<file path="src/rtl/mem_acesso_ctrl.sv">
// Load/store initiator for a 128-word data memory: sub-word load extract, byte/halfword store via RMW.
// Latency: load 3 edges, word store 2, sub-word store 4, misaligned 1; req ignored while busy (no queueing).
module mem_acesso_ctrl #(
  parameter int ADDR_W = 7,
  parameter int DATA_W = 32
) (
  input  logic              clk,
  input  logic              rst_n,
  input  logic              req,
  input  logic              is_store,
  input  logic [1:0]        size,
  input  logic              sign_ext,
  input  logic [31:0]       addr,
  input  logic [DATA_W-1:0] wdata,
  output logic              busy,
  output logic              done,
  output logic [DATA_W-1:0] rdata,
  output logic              misaligned,
  output logic [ADDR_W-1:0] mem_addr,
  output logic              mem_we,
  output logic              mem_re,
  output logic [DATA_W-1:0] mem_wdata,
  input  logic [DATA_W-1:0] mem_rdata
);

  typedef enum logic [2:0] {IDLE, RD, CAP, WR, ERR} state_t;

  state_t            state, state_nxt;
  logic              st_q, sx_q;
  logic [1:0]        size_q, boff_q;
  logic              align_err;
  logic [7:0]        byte_lane;
  logic [15:0]       half_lane;
  logic [DATA_W-1:0] load_val, merged;
  logic              unused_addr;

  assign unused_addr = ^addr[31:ADDR_W+2];

  assign align_err = (size == 2'b11) ||
                     (size == 2'b01 && addr[0]) ||
                     (size == 2'b10 && addr[1:0] != 2'b00);

  always_comb begin
    byte_lane = mem_rdata[7:0];
    case (boff_q)
      2'd1:    byte_lane = mem_rdata[15:8];
      2'd2:    byte_lane = mem_rdata[23:16];
      2'd3:    byte_lane = mem_rdata[31:24];
      default: byte_lane = mem_rdata[7:0];
    endcase
    half_lane = boff_q[1] ? mem_rdata[31:16] : mem_rdata[15:0];

    case (size_q)
      2'b00:   load_val = {{(DATA_W-8){sx_q & byte_lane[7]}}, byte_lane};
      2'b01:   load_val = {{(DATA_W-16){sx_q & half_lane[15]}}, half_lane};
      default: load_val = mem_rdata;
    endcase

    // mem_wdata still holds the latched store data while in CAP
    merged = mem_rdata;
    if (size_q == 2'b00) begin
      case (boff_q)
        2'd1:    merged[15:8]  = mem_wdata[7:0];
        2'd2:    merged[23:16] = mem_wdata[7:0];
        2'd3:    merged[31:24] = mem_wdata[7:0];
        default: merged[7:0]   = mem_wdata[7:0];
      endcase
    end else if (boff_q[1]) begin
      merged[31:16] = mem_wdata[15:0];
    end else begin
      merged[15:0] = mem_wdata[15:0];
    end
  end

  always_ff @(posedge clk or negedge rst_n) begin
    if (!rst_n) state <= IDLE;
    else        state <= state_nxt;
  end

  always_comb begin
    state_nxt = state;
    busy      = 1'b1;
    mem_re    = 1'b0;
    mem_we    = 1'b0;
    case (state)
      IDLE: begin
        busy = 1'b0;
        if (req) begin
          if (align_err)                         state_nxt = ERR;
          else if (is_store && size == 2'b10)    state_nxt = WR;
          else                                   state_nxt = RD;
        end
      end
      RD: begin
        mem_re    = 1'b1;
        state_nxt = CAP;
      end
      CAP:     state_nxt = st_q ? WR : IDLE;
      WR: begin
        mem_we    = 1'b1;
        state_nxt = IDLE;
      end
      ERR:     state_nxt = IDLE;
      default: state_nxt = IDLE;
    endcase
  end

  always_ff @(posedge clk or negedge rst_n) begin
    if (!rst_n) begin
      st_q       <= 1'b0;
      sx_q       <= 1'b0;
      size_q     <= 2'b00;
      boff_q     <= 2'b00;
      mem_addr   <= '0;
      mem_wdata  <= '0;
      rdata      <= '0;
      done       <= 1'b0;
      misaligned <= 1'b0;
    end else begin
      done       <= 1'b0;
      misaligned <= 1'b0;
      case (state)
        IDLE: begin
          if (req) begin
            st_q      <= is_store;
            sx_q      <= sign_ext;
            size_q    <= size;
            boff_q    <= addr[1:0];
            mem_addr  <= addr[ADDR_W+1:2];
            mem_wdata <= wdata;
            // rejected requests complete in the very next cycle
            if (align_err) begin
              done       <= 1'b1;
              misaligned <= 1'b1;
            end
          end
        end
        CAP: begin
          if (st_q) begin
            mem_wdata <= merged;
          end else begin
            rdata <= load_val;
            done  <= 1'b1;
          end
        end
        WR:      done <= 1'b1;
        default: ;
      endcase
    end
  end

endmodule

</file>
<file path="config.mk">
export PLATFORM = sky130hd
export DESIGN_NAME = mem_acesso_ctrl
export DESIGN_NICKNAME = d
export VERILOG_FILES = /design/src/rtl/mem_acesso_ctrl.sv
export SDC_FILE = /design/constraint.sdc
export NUM_CORES = 1
export LEC_CHECK = 0
export ABC_CLOCK_PERIOD_IN_PS = 5100
export BUFFER_PORTS_ARGS = -buffer_cell sky130_fd_sc_hd__buf_2
export CORE_UTILIZATION = 50
export CTS_BUF_LIST = sky130_fd_sc_hd__clkbuf_4
export DETAILED_ROUTE_END_ITERATION = 16
export PLACE_DENSITY = 0.88
export SLEW_MARGIN = 30
export SYNTH_ARGS = -nofsm -noshare
export SYNTH_HDL_FRONTEND = slang
export SYNTH_SLANG_ARGS = --single-unit
</file>
<file path="constraint.sdc">
create_clock -name clk -period 5.1 [get_ports clk]
set_input_delay 0.51 -clock clk [delete_from_list [all_inputs] [get_ports clk]]
set_output_delay 0.51 -clock clk [all_outputs]
set_load 0.05 [all_outputs]
</file>
==> summary.md, run 1 <==
| Metric | Value |
|---|---|
| P_leak | 2.45 nW |
| Final ANT Viol Nets | 0 |
| Die area | ~0.0090 sq mm |
| Post-synthesis sequential element count | 82 |
| Row cnt | 33 |
| Largest net degree at the start of global routing | a little over 80 |
| Setup slack after layout | between 2000 and 3000 ps |
| Routed via count | 4326 |
| PD cells | approximately 830 mW/mm^2 |
| Share of cells above drive strength 1 | between 30% and 40% |
| WL per Instance | 18.0 um |
| Cells after synthesis | approximately 480 |
| GRT Util Overall | 28.6% |
| Core ar. | between 0.008 and 0.009 sq mm |
| Number of global-route vias before repair | approximately 3800 |
| Clock transition at the registers of the reported paths | 130 ps |
| Initial antenna violation count | 1 |
| Initial core utilization | between 50% and 60% |
| Distinct cells, synth | 39 |
| Ys Warns | 0 |
| Worst Path Required | roughly 5400 ps |
| Synth top area share | a little under half |
| Ports | 179 |
| Leading area contributor after synthesis | dfrtp_1 |
| Nets | 712 |
| Fin crit share | between 40 and 50% |
| Internal reg-to-reg setup slack | 2780 ps |
| Worst EP arrival | approximately 2600 ps |
| Sequential share of the synthesized area | 47.7% |
| Place WS | between 2000 and 3000 ps |
| Ys async rst share | 100% |
| Placed cells | 703 |
| Die height | about 95 um |
| Worst slew pin tran | ~920 ps |
| Layout area overhead | 22.1% |
| CP max stage delay | 620 ps |
| Clk_lat worst skew | between 400 and 500 ps |
| Port Buffers | around 160 |
| Num CTS Buffers | 9 |
| Reg2reg path depth | 4 |
| RSZ-0062 raised after global routing | false |
| DR vias/cell | ~6 |
| GP Congestion | roughly 0.9 |
| Setup Skew | about 11 ps |
| Non-Filler Instances | between 700 and 800 |
| Die X-Extent | roughly 95 um |
| Worst-path cell chain | buf_4 > mux4_2 > o2111ai_2 > a21oi_1 |
| Clock sink total | 82 |
| TritonCTS clock tree | done |
| Achievable frequency | 430 MHz |
| Overflow after GRT | 0 |
| Setup-failing EPs final | 0 |
| CP Class | reg2reg |
| Worst r2r dst | rdata[25]$_DFFE_PN0P_ |
| Area contributors post-synth | dfrtp_1, a21oi_1, nand2_1 |
| Drc violations | 0 |
| # hold bufs at CTS | 0 |
| Final HPWL from detailed placement | 9580 um |
| Min Tclk post-route | 2320 ps |
| Synth Flop Type | dfrtp_1 |
| Clock Path Buffers | 2 |
| Post-Route Setup TNS | 0 ps |
| EDFF count, synth | 0 |
| CTS H-tree lvls | 3 |
| Post-CTS sizing | 0 |
| HP Class | in2async |
| First-pass GRT wire length | 19500 um |
| First drt pass iteration count | 8 |
| Critical R2R Launch | boff_q[1]$_DFFE_PN0P_ |
| Synthesized area | 0.00430 sq mm |
| Syn_nets | just under 600 |
| CP max FO | 47 |
| Clk root buf | clkbuf_4 |
| CP startpoint kind | register |
| Worst path slowest cell | o2111ai_2 |
| Hold Violations, Final | 0 |
| Max_cap viols | 0 |
| Cell family with most CP delay | compound AO/OA/AOI/OAI gates |
| Synthesized area per cell | just over 9 sq um |
| Count of pins over their slew limit | 0 |
| Maximum vdd drop | 399 uV |
| # Post-CTS Setup Buffers | 0 |
| Critical path buffers and inverters | 1 |
| Initial DRC Count | around 390 |
| CP endpoint kind | register |
| Drt total wl | ~13000 um |
| Relative slew slack | roughly two fifths |
| Status | finished clean |
## cell usage in the layout, fill, tap and decap left out, types with 9 or more instances in the layout
cell and count:
a21oi_1 51, o211ai_1 16, o31ai_1 9, clkbuf_4 10, a221oi_1 16, mux2i_1 9, o21ai_0 39, mux2_2 13
buf_2 154, nand3_1 10, inv_1 11, dfrtp_1 82, nor2_1 54, nand2_1 61
## through the flow
| step | utilization, % | power, mW | area (sq um) | hold slack, ps |
|---|---|---|---|---|
| 6_report | 63.6 | 4.38 | 5260 | 98.5 |
| 5_1_grt | 63.6 | 4.64 | 5260 | 172 |
| 4_1_cts | 63.5 | 4.37 | 5240 | 278 |
| 3_5_place_dp | 61.6 | 3.95 | 5090 | 465 |
| 3_3_place_gp | 61.5 | 3.87 | 5080 | 457 |
| 2_1_floorplan | - | 3.33 | 4300 | 214 |
## synthesized netlist by cell type (2+ instances only)
library cell,count
mux2i_1,9
nand3_1,10
buf_2,13
nor2_1,55
o21ai_0,39
a22o_1,8
a221oi_1,16
mux2_2,13
or2_2,2
clkbuf_1,20
a31oi_2,2
nand3b_1,8
o211ai_1,16
a31oi_1,6
dfrtp_1,82
inv_1,11
a21oi_1,51
or3_1,9
nand2_1,62
buf_6,3
nor3b_1,4
o31ai_1,9
a211oi_1,8
nor3_1,4
## final cells by class
class                           instances  area [sq um]
Inverter                               11          41.3
Clock inverter                          5          80.1
Multi-Input combinational cell        345          2050
Clock buffer                           10          75.1
Timing Repair Buffer                  160           820
Antenna cell                            1          2.50
Tap cell                              105           131
Sequential cell                        82          2050
Fill cell                             706          3000
## sequential cells by signal (all words and copies together) (netlist names), 2 cells and up
name and count:
rdata 32, size_q 2, boff_q 2, state 3, mem_addr 7, mem_wdata 32
## layer usage
metal  share of wire, %  GRT usage, %  wire length [um]  vias to the layer above
li1                   -             -                 -                     1987
met5                  0             0                 0                        -
met3                 11          6.44              1420                       33
met4                3.2          13.9               412                        0
met1                 40          38.1              5210                     2033
met2                 46          43.9              5900                      273
## where the power goes
part	internal [mW]	switching, mW	total [mW]	leakage, nW
registers	0.976	0.277	1.25	0.970
clock network	0.201	0.226	0.427	0.0785
logic	0.721	1.98	2.70	1.40
total	1.90	2.48	4.38	2.45
## cells by family (layout without fill, tap and decap cells)
family,Yosys count,in the layout,synth area share [%]
other cells,0,1,0
mux,23,23,6.02
compound gates,162,162,24.5
simple gates,160,160,16.7
flops,82,82,47.7
buf+inv,48,186,5.09
## how the worst max path moves through the flow
stage / from / endpoint / slack (ps) / cells after the start
after floorplan: state[1]$_DFFE_PN0P_ / mem_we / 2780 / 3
after global placement: state[0]$_DFFE_PN0P_ / rdata[8]$_DFFE_PN0P_ / 2820 / 4
after detailed placement: boff_q[1]$_DFFE_PN0P_ / rdata[20]$_DFFE_PN0P_ / 2830 / 4
after CTS: boff_q[1]$_DFFE_PN0P_ / rdata[25]$_DFFE_PN0P_ / 2810 / 4
after global routing: boff_q[1]$_DFFE_PN0P_ / rdata[25]$_DFFE_PN0P_ / 2640 / 4
final: boff_q[1]$_DFFE_PN0P_ / rdata[25]$_DFFE_PN0P_ / 2780 / 4
No activity file was read; power rests on OpenSTA's default activity.
==> inputs of run 2 (changes only) <==
--- a/config.mk
+++ b/config.mk
@@ -5,12 +5,13 @@
 export SDC_FILE = /design/constraint.sdc
 export NUM_CORES = 1
 export LEC_CHECK = 0
-export ABC_CLOCK_PERIOD_IN_PS = 5100
+export ABC_AREA = 1
+export ABC_CLOCK_PERIOD_IN_PS = 2050
 export BUFFER_PORTS_ARGS = -buffer_cell sky130_fd_sc_hd__buf_2
-export CORE_UTILIZATION = 50
+export CORE_UTILIZATION = 47
 export CTS_BUF_LIST = sky130_fd_sc_hd__clkbuf_4
 export DETAILED_ROUTE_END_ITERATION = 16
-export PLACE_DENSITY = 0.88
+export PLACE_DENSITY = 0.85
 export SLEW_MARGIN = 30
 export SYNTH_ARGS = -nofsm -noshare
 export SYNTH_HDL_FRONTEND = slang
==> constraint.sdc (replaced) <==
create_clock -name clk -period 2.05 [get_ports clk]
set_input_delay 0.205 -clock clk [delete_from_list [all_inputs] [get_ports clk]]
set_output_delay 0.205 -clock clk [all_outputs]
set_load 0.05 [all_outputs]
==> run 2 against run 1 <==
Cell count up 38%. Setup slack worse by 2600 ps. Critical path type unchanged. Worst hold slack worse by 66 ps. Power rose to 2.7 times the previous value. Count of clock-buffer cells in the layout down 1. Register-to-register slack worse by 2600 ps.
==> summary.md, run 2 <==
| Metric | Value |
|---|---|
| Critical path buffers and inverters | 3 (+2) |
| Maximum vdd drop | 1190 uV (+200%) |
| Worst path slowest cell | dfrtp_1 |
| Layout area overhead | 24.8% |
| Post-Route Setup TNS | 0 ps (unchanged) |
| Synth top cells by count | nand2_1, inv_1, dfrtp_1, nand3_1, nor2_1 |
| Clock transition at the registers of the reported paths | 130 ps (about the same) |
| Switching power | 6.79 mW (+170%) |
| EDFF count, synth | 0 (unchanged) |
| Sequential share of the synthesized area | 42.3% (-5.4 points) |
| Die X-Extent | 104 um (+9.3%) |
| Diodes inserted | 0 (-1) |
| Reg power frac | 25.7% (-2.9 points) |
| Commonest non-fill, non-tap cells in the layout | nand2_1, buf_2, inv_1 |
| Routed via count | 5155 (+19%) |
| Worst Hold Launch | is_store |
| Place WS | 249 ps (-2590 ps) |
| Core ar. | 0.00991 sq mm (+20%) |
| CP endpoint kind | register |
| Synthesized area | 0.00485 sq mm (+13%) |
| WL per Instance | 14.5 um (-20%) |
| Hold Violations, Final | 0 (unchanged) |
| Layout Utilization | 61.1% (-2.5 points) |
| Initial DRC Count | 352 (-10%) |
| Syn_nets | 802 (+39%) |
| Setup slack after layout | 194 ps (-2580 ps) |
| Number of global-route vias before repair | 4745 (+23%) |
| Worst-path cell chain | buf_4 > nor2_1 > inv_2 > a21oi_1 > nand2_1 > nand3_1 > nand2_1 > inv_1 |
| Design Power | 11.8 mW (+170%) |
| # hold bufs at CTS | 9 (+9) |
| CP Class | reg2reg |
| Post-synthesis sequential element count | 82 (unchanged) |
| Fin crit share | 90.5% (+45 points) |
| Drc violations | 0 (unchanged) |
| Register area | 0.00205 sq mm (unchanged) |
| # Post-CTS Setup Buffers | 0 (unchanged) |
| Worst Path Required | 2440 ps (-2940 ps) |
| Initial core utilization | 49.0% (-3.2 points) |
| Nets | 960 (+35%) |
| Count of pins over their slew limit | 0 (unchanged) |
| WHS Path Cells | 3 |
| Drt total wl | 14400 um (+11%) |
| Leading area contributor after synthesis | dfrtp_1 |
| Cells after synthesis | 699 (+47%) |
| Initial antenna violation count | 0 (-1) |
| P_leak | 3.45 nW (+41%) |
| Achievable frequency | 539 MHz (+25%) |
| Min-Delay Endpoint | st_q$_DFFE_PN0P_ |
| Port Buffers | 155 (unchanged) |
| Ys Warns | 0 (unchanged) |
| Num CTS Buffers | 9 (unchanged) |
| Internal power | 5.05 mW (+170%) |
| Setup-failing EPs final | 0 (unchanged) |
| Hold_ws | 32.6 ps (-65.9 ps) |
| GRT Util Overall | 27.6% (-1.0 points) |
| CP max FO | 16 (-66%) |
| Multi-input logic area | 0.00231 sq mm (+13%) |
| Share of cells above drive strength 1 | 25.3% (-7.5 points) |
| Final HPWL from detailed placement | 11000 um (+14%) |
| Synth top area share | 42.3% (-5.4 points) |
| CTS H-tree lvls | 3 (unchanged) |
| Synthesized area per cell | 6.94 sq um (-23%) |
| Synth Flop Type | dfrtp_1 |
| Relative slew slack | 60.7% (+22 points) |
| PD cells | 1960 mW/mm^2 (+130%) |
| Distinct cells, synth | 30 (-23%) |
| Most common cell on crit path | nand2_1 |
| Clock Path Buffers | 2 (unchanged) |
| First drt pass iteration count | 7 (-1) |
| Row cnt | 36 (+9.1%) |
| DR vias/cell | 5.18 (-14%) |
| Min Tclk post-route | 1860 ps (-469 ps) |
| Fillers | 969 (+37%) |
| Clock sink total | 82 (unchanged) |
| CP max stage delay | 450 ps (-170 ps) |
| Worst EP arrival | 2250 ps (-350 ps) |
| Ys async rst share | 100% (unchanged) |
| Non-Filler Instances | 995 (+38%) |
| GP Congestion | 0.916 (+1.7%) |
| Combinational fraction of design power | 64.1% (+2.4 points) |
| Critical R2R Launch | size_q[1]$_DFFE_PN0P_ |
| HP Class | in2reg |
| Reg2reg path depth | 8 (+4) |
| Final ANT Viol Nets | 0 (unchanged) |
| TritonCTS clock tree | done |
| Most common cell in the netlist | nand2_1 |
| Setup Skew | 15.6 ps (+4.17 ps) |
| Worst r2r dst | rdata[17]$_DFFE_PN0P_ |
| Placed cells | 970 (+38%) |
| Most common cell after layout, fill and taps aside | nand2_1 |
| Cell family with most CP delay | simple AND/OR/NAND/NOR gates |
| Clk root buf | clkbuf_4 |
| Clock power frac | 10.3% (+0.5 points) |
| Max_cap viols | 0 (unchanged) |
| Ports | 179 (unchanged) |
| Worst slew pin tran | 589 ps (-332 ps) |
| Switch share | 57.3% (+0.65 points) |
| Top flop regs | mem_wdata x32, rdata x32, mem_addr x7 |
| Die area | 0.0107 sq mm (+19%) |
| Largest net degree at the start of global routing | 47 (-43%) |
| Final instance area | 0.00606 sq mm (+15%) |
| Dpl cell area | 0.00578 sq mm (+14%) |
| Area contributors post-synth | dfrtp_1, nand2_1, nand3_1 |
| Clk_lat worst skew | 450 ps (+20 ps) |
| Post-CTS sizing | 0 (unchanged) |
| Status | finished clean |
| Overflow after GRT | 0 (unchanged) |
| Internal reg-to-reg setup slack | 190 ps (-2580 ps) |
| CP startpoint kind | register |
| Die height | 104 um (+9.3%) |
| RSZ-0062 raised after global routing | false |
| First-pass GRT wire length | 23200 um (+19%) |
run 2: changes by cell type after synthesis, moves of 10 or more:
cell / change
inv_1: +73
or2_2: +10
a221oi_1: -16
o211ai_1: +10
a21oi_1: -22
nand3_1: +56
mux2_2: -11
nand2_1: +162
run 2: worst reg2reg max path, delay by kind of cell, from the launching register on:
| kind | cells | cell delay, ps |
|---|---|---|
| flip-flops | 1 | 450 |
| AND/OR/NAND/NOR | 4 | 830 |
| AO/OA/AOI/OAI | 1 | 170 |
| buffers and inverters | 3 | 360 |
run 2: power groups by stage:
stage / Combinational [mW] / Sequential, mW / Clock, mW
6_report: 7.59 / 3.04 / 1.22
4_1_cts: 7.57 / 3.03 / 1.23
5_1_grt: 8.22 / 3.14 / 1.30
3_5_place_dp: 7.52 / 3.07 / 0
2_1_floorplan: 3.36 / 5.41 / 0
3_3_place_gp: 7.41 / 3.04 / 0
run 2: final cells by class:
class	instances	area share, %
multi-input combinational	493	38.2
sequential	82	33.9
timing repair buffer	180	16.5
inverter	91	5.64
tap	133	2.75
clock inverter	7	1.92
clock buffer	9	1.12
run 2: cell families after synthesis:
group | Yosys count | share of synthesized area, %
mux | 8 | 1.86
compound gates | 97 | 11.7
buf+inv | 124 | 10.1
simple gates | 388 | 34.1
flops | 82 | 42.3
run 2: metal layers:
metal,GRT usage [%],up-vias,wire (um)
li1,-,2517,-
met4,11.6,0,458
met2,43.3,253,6580
met1,36.7,2346,6020
met3,6.10,39,1350
met5,0,-,0
run 2: worst max path at each step:
| stage | start | endpoint | cells after the start | slack [ps] |
|---|---|---|---|---|
| 3_5_place_dp | size_q[1]$_DFFE_PN0P_ | rdata[17]$_DFFE_PN0P_ | 8 | 250 |
| 6_report | size_q[1]$_DFFE_PN0P_ | rdata[17]$_DFFE_PN0P_ | 8 | 190 |
| 5_1_grt | size_q[1]$_DFFE_PN0P_ | rdata[29]$_DFFE_PN0P_ | 8 | 30 |
| 3_3_place_gp | size_q[1]$_DFFE_PN0P_ | rdata[21]$_DFFE_PN0P_ | 8 | 310 |
| 2_1_floorplan | state[0]$_DFFE_PN0P_ | state[1]$_DFFE_PN0P_ | 4 | 110 |
| 4_1_cts | size_q[1]$_DFFE_PN0P_ | rdata[17]$_DFFE_PN0P_ | 8 | 210 |
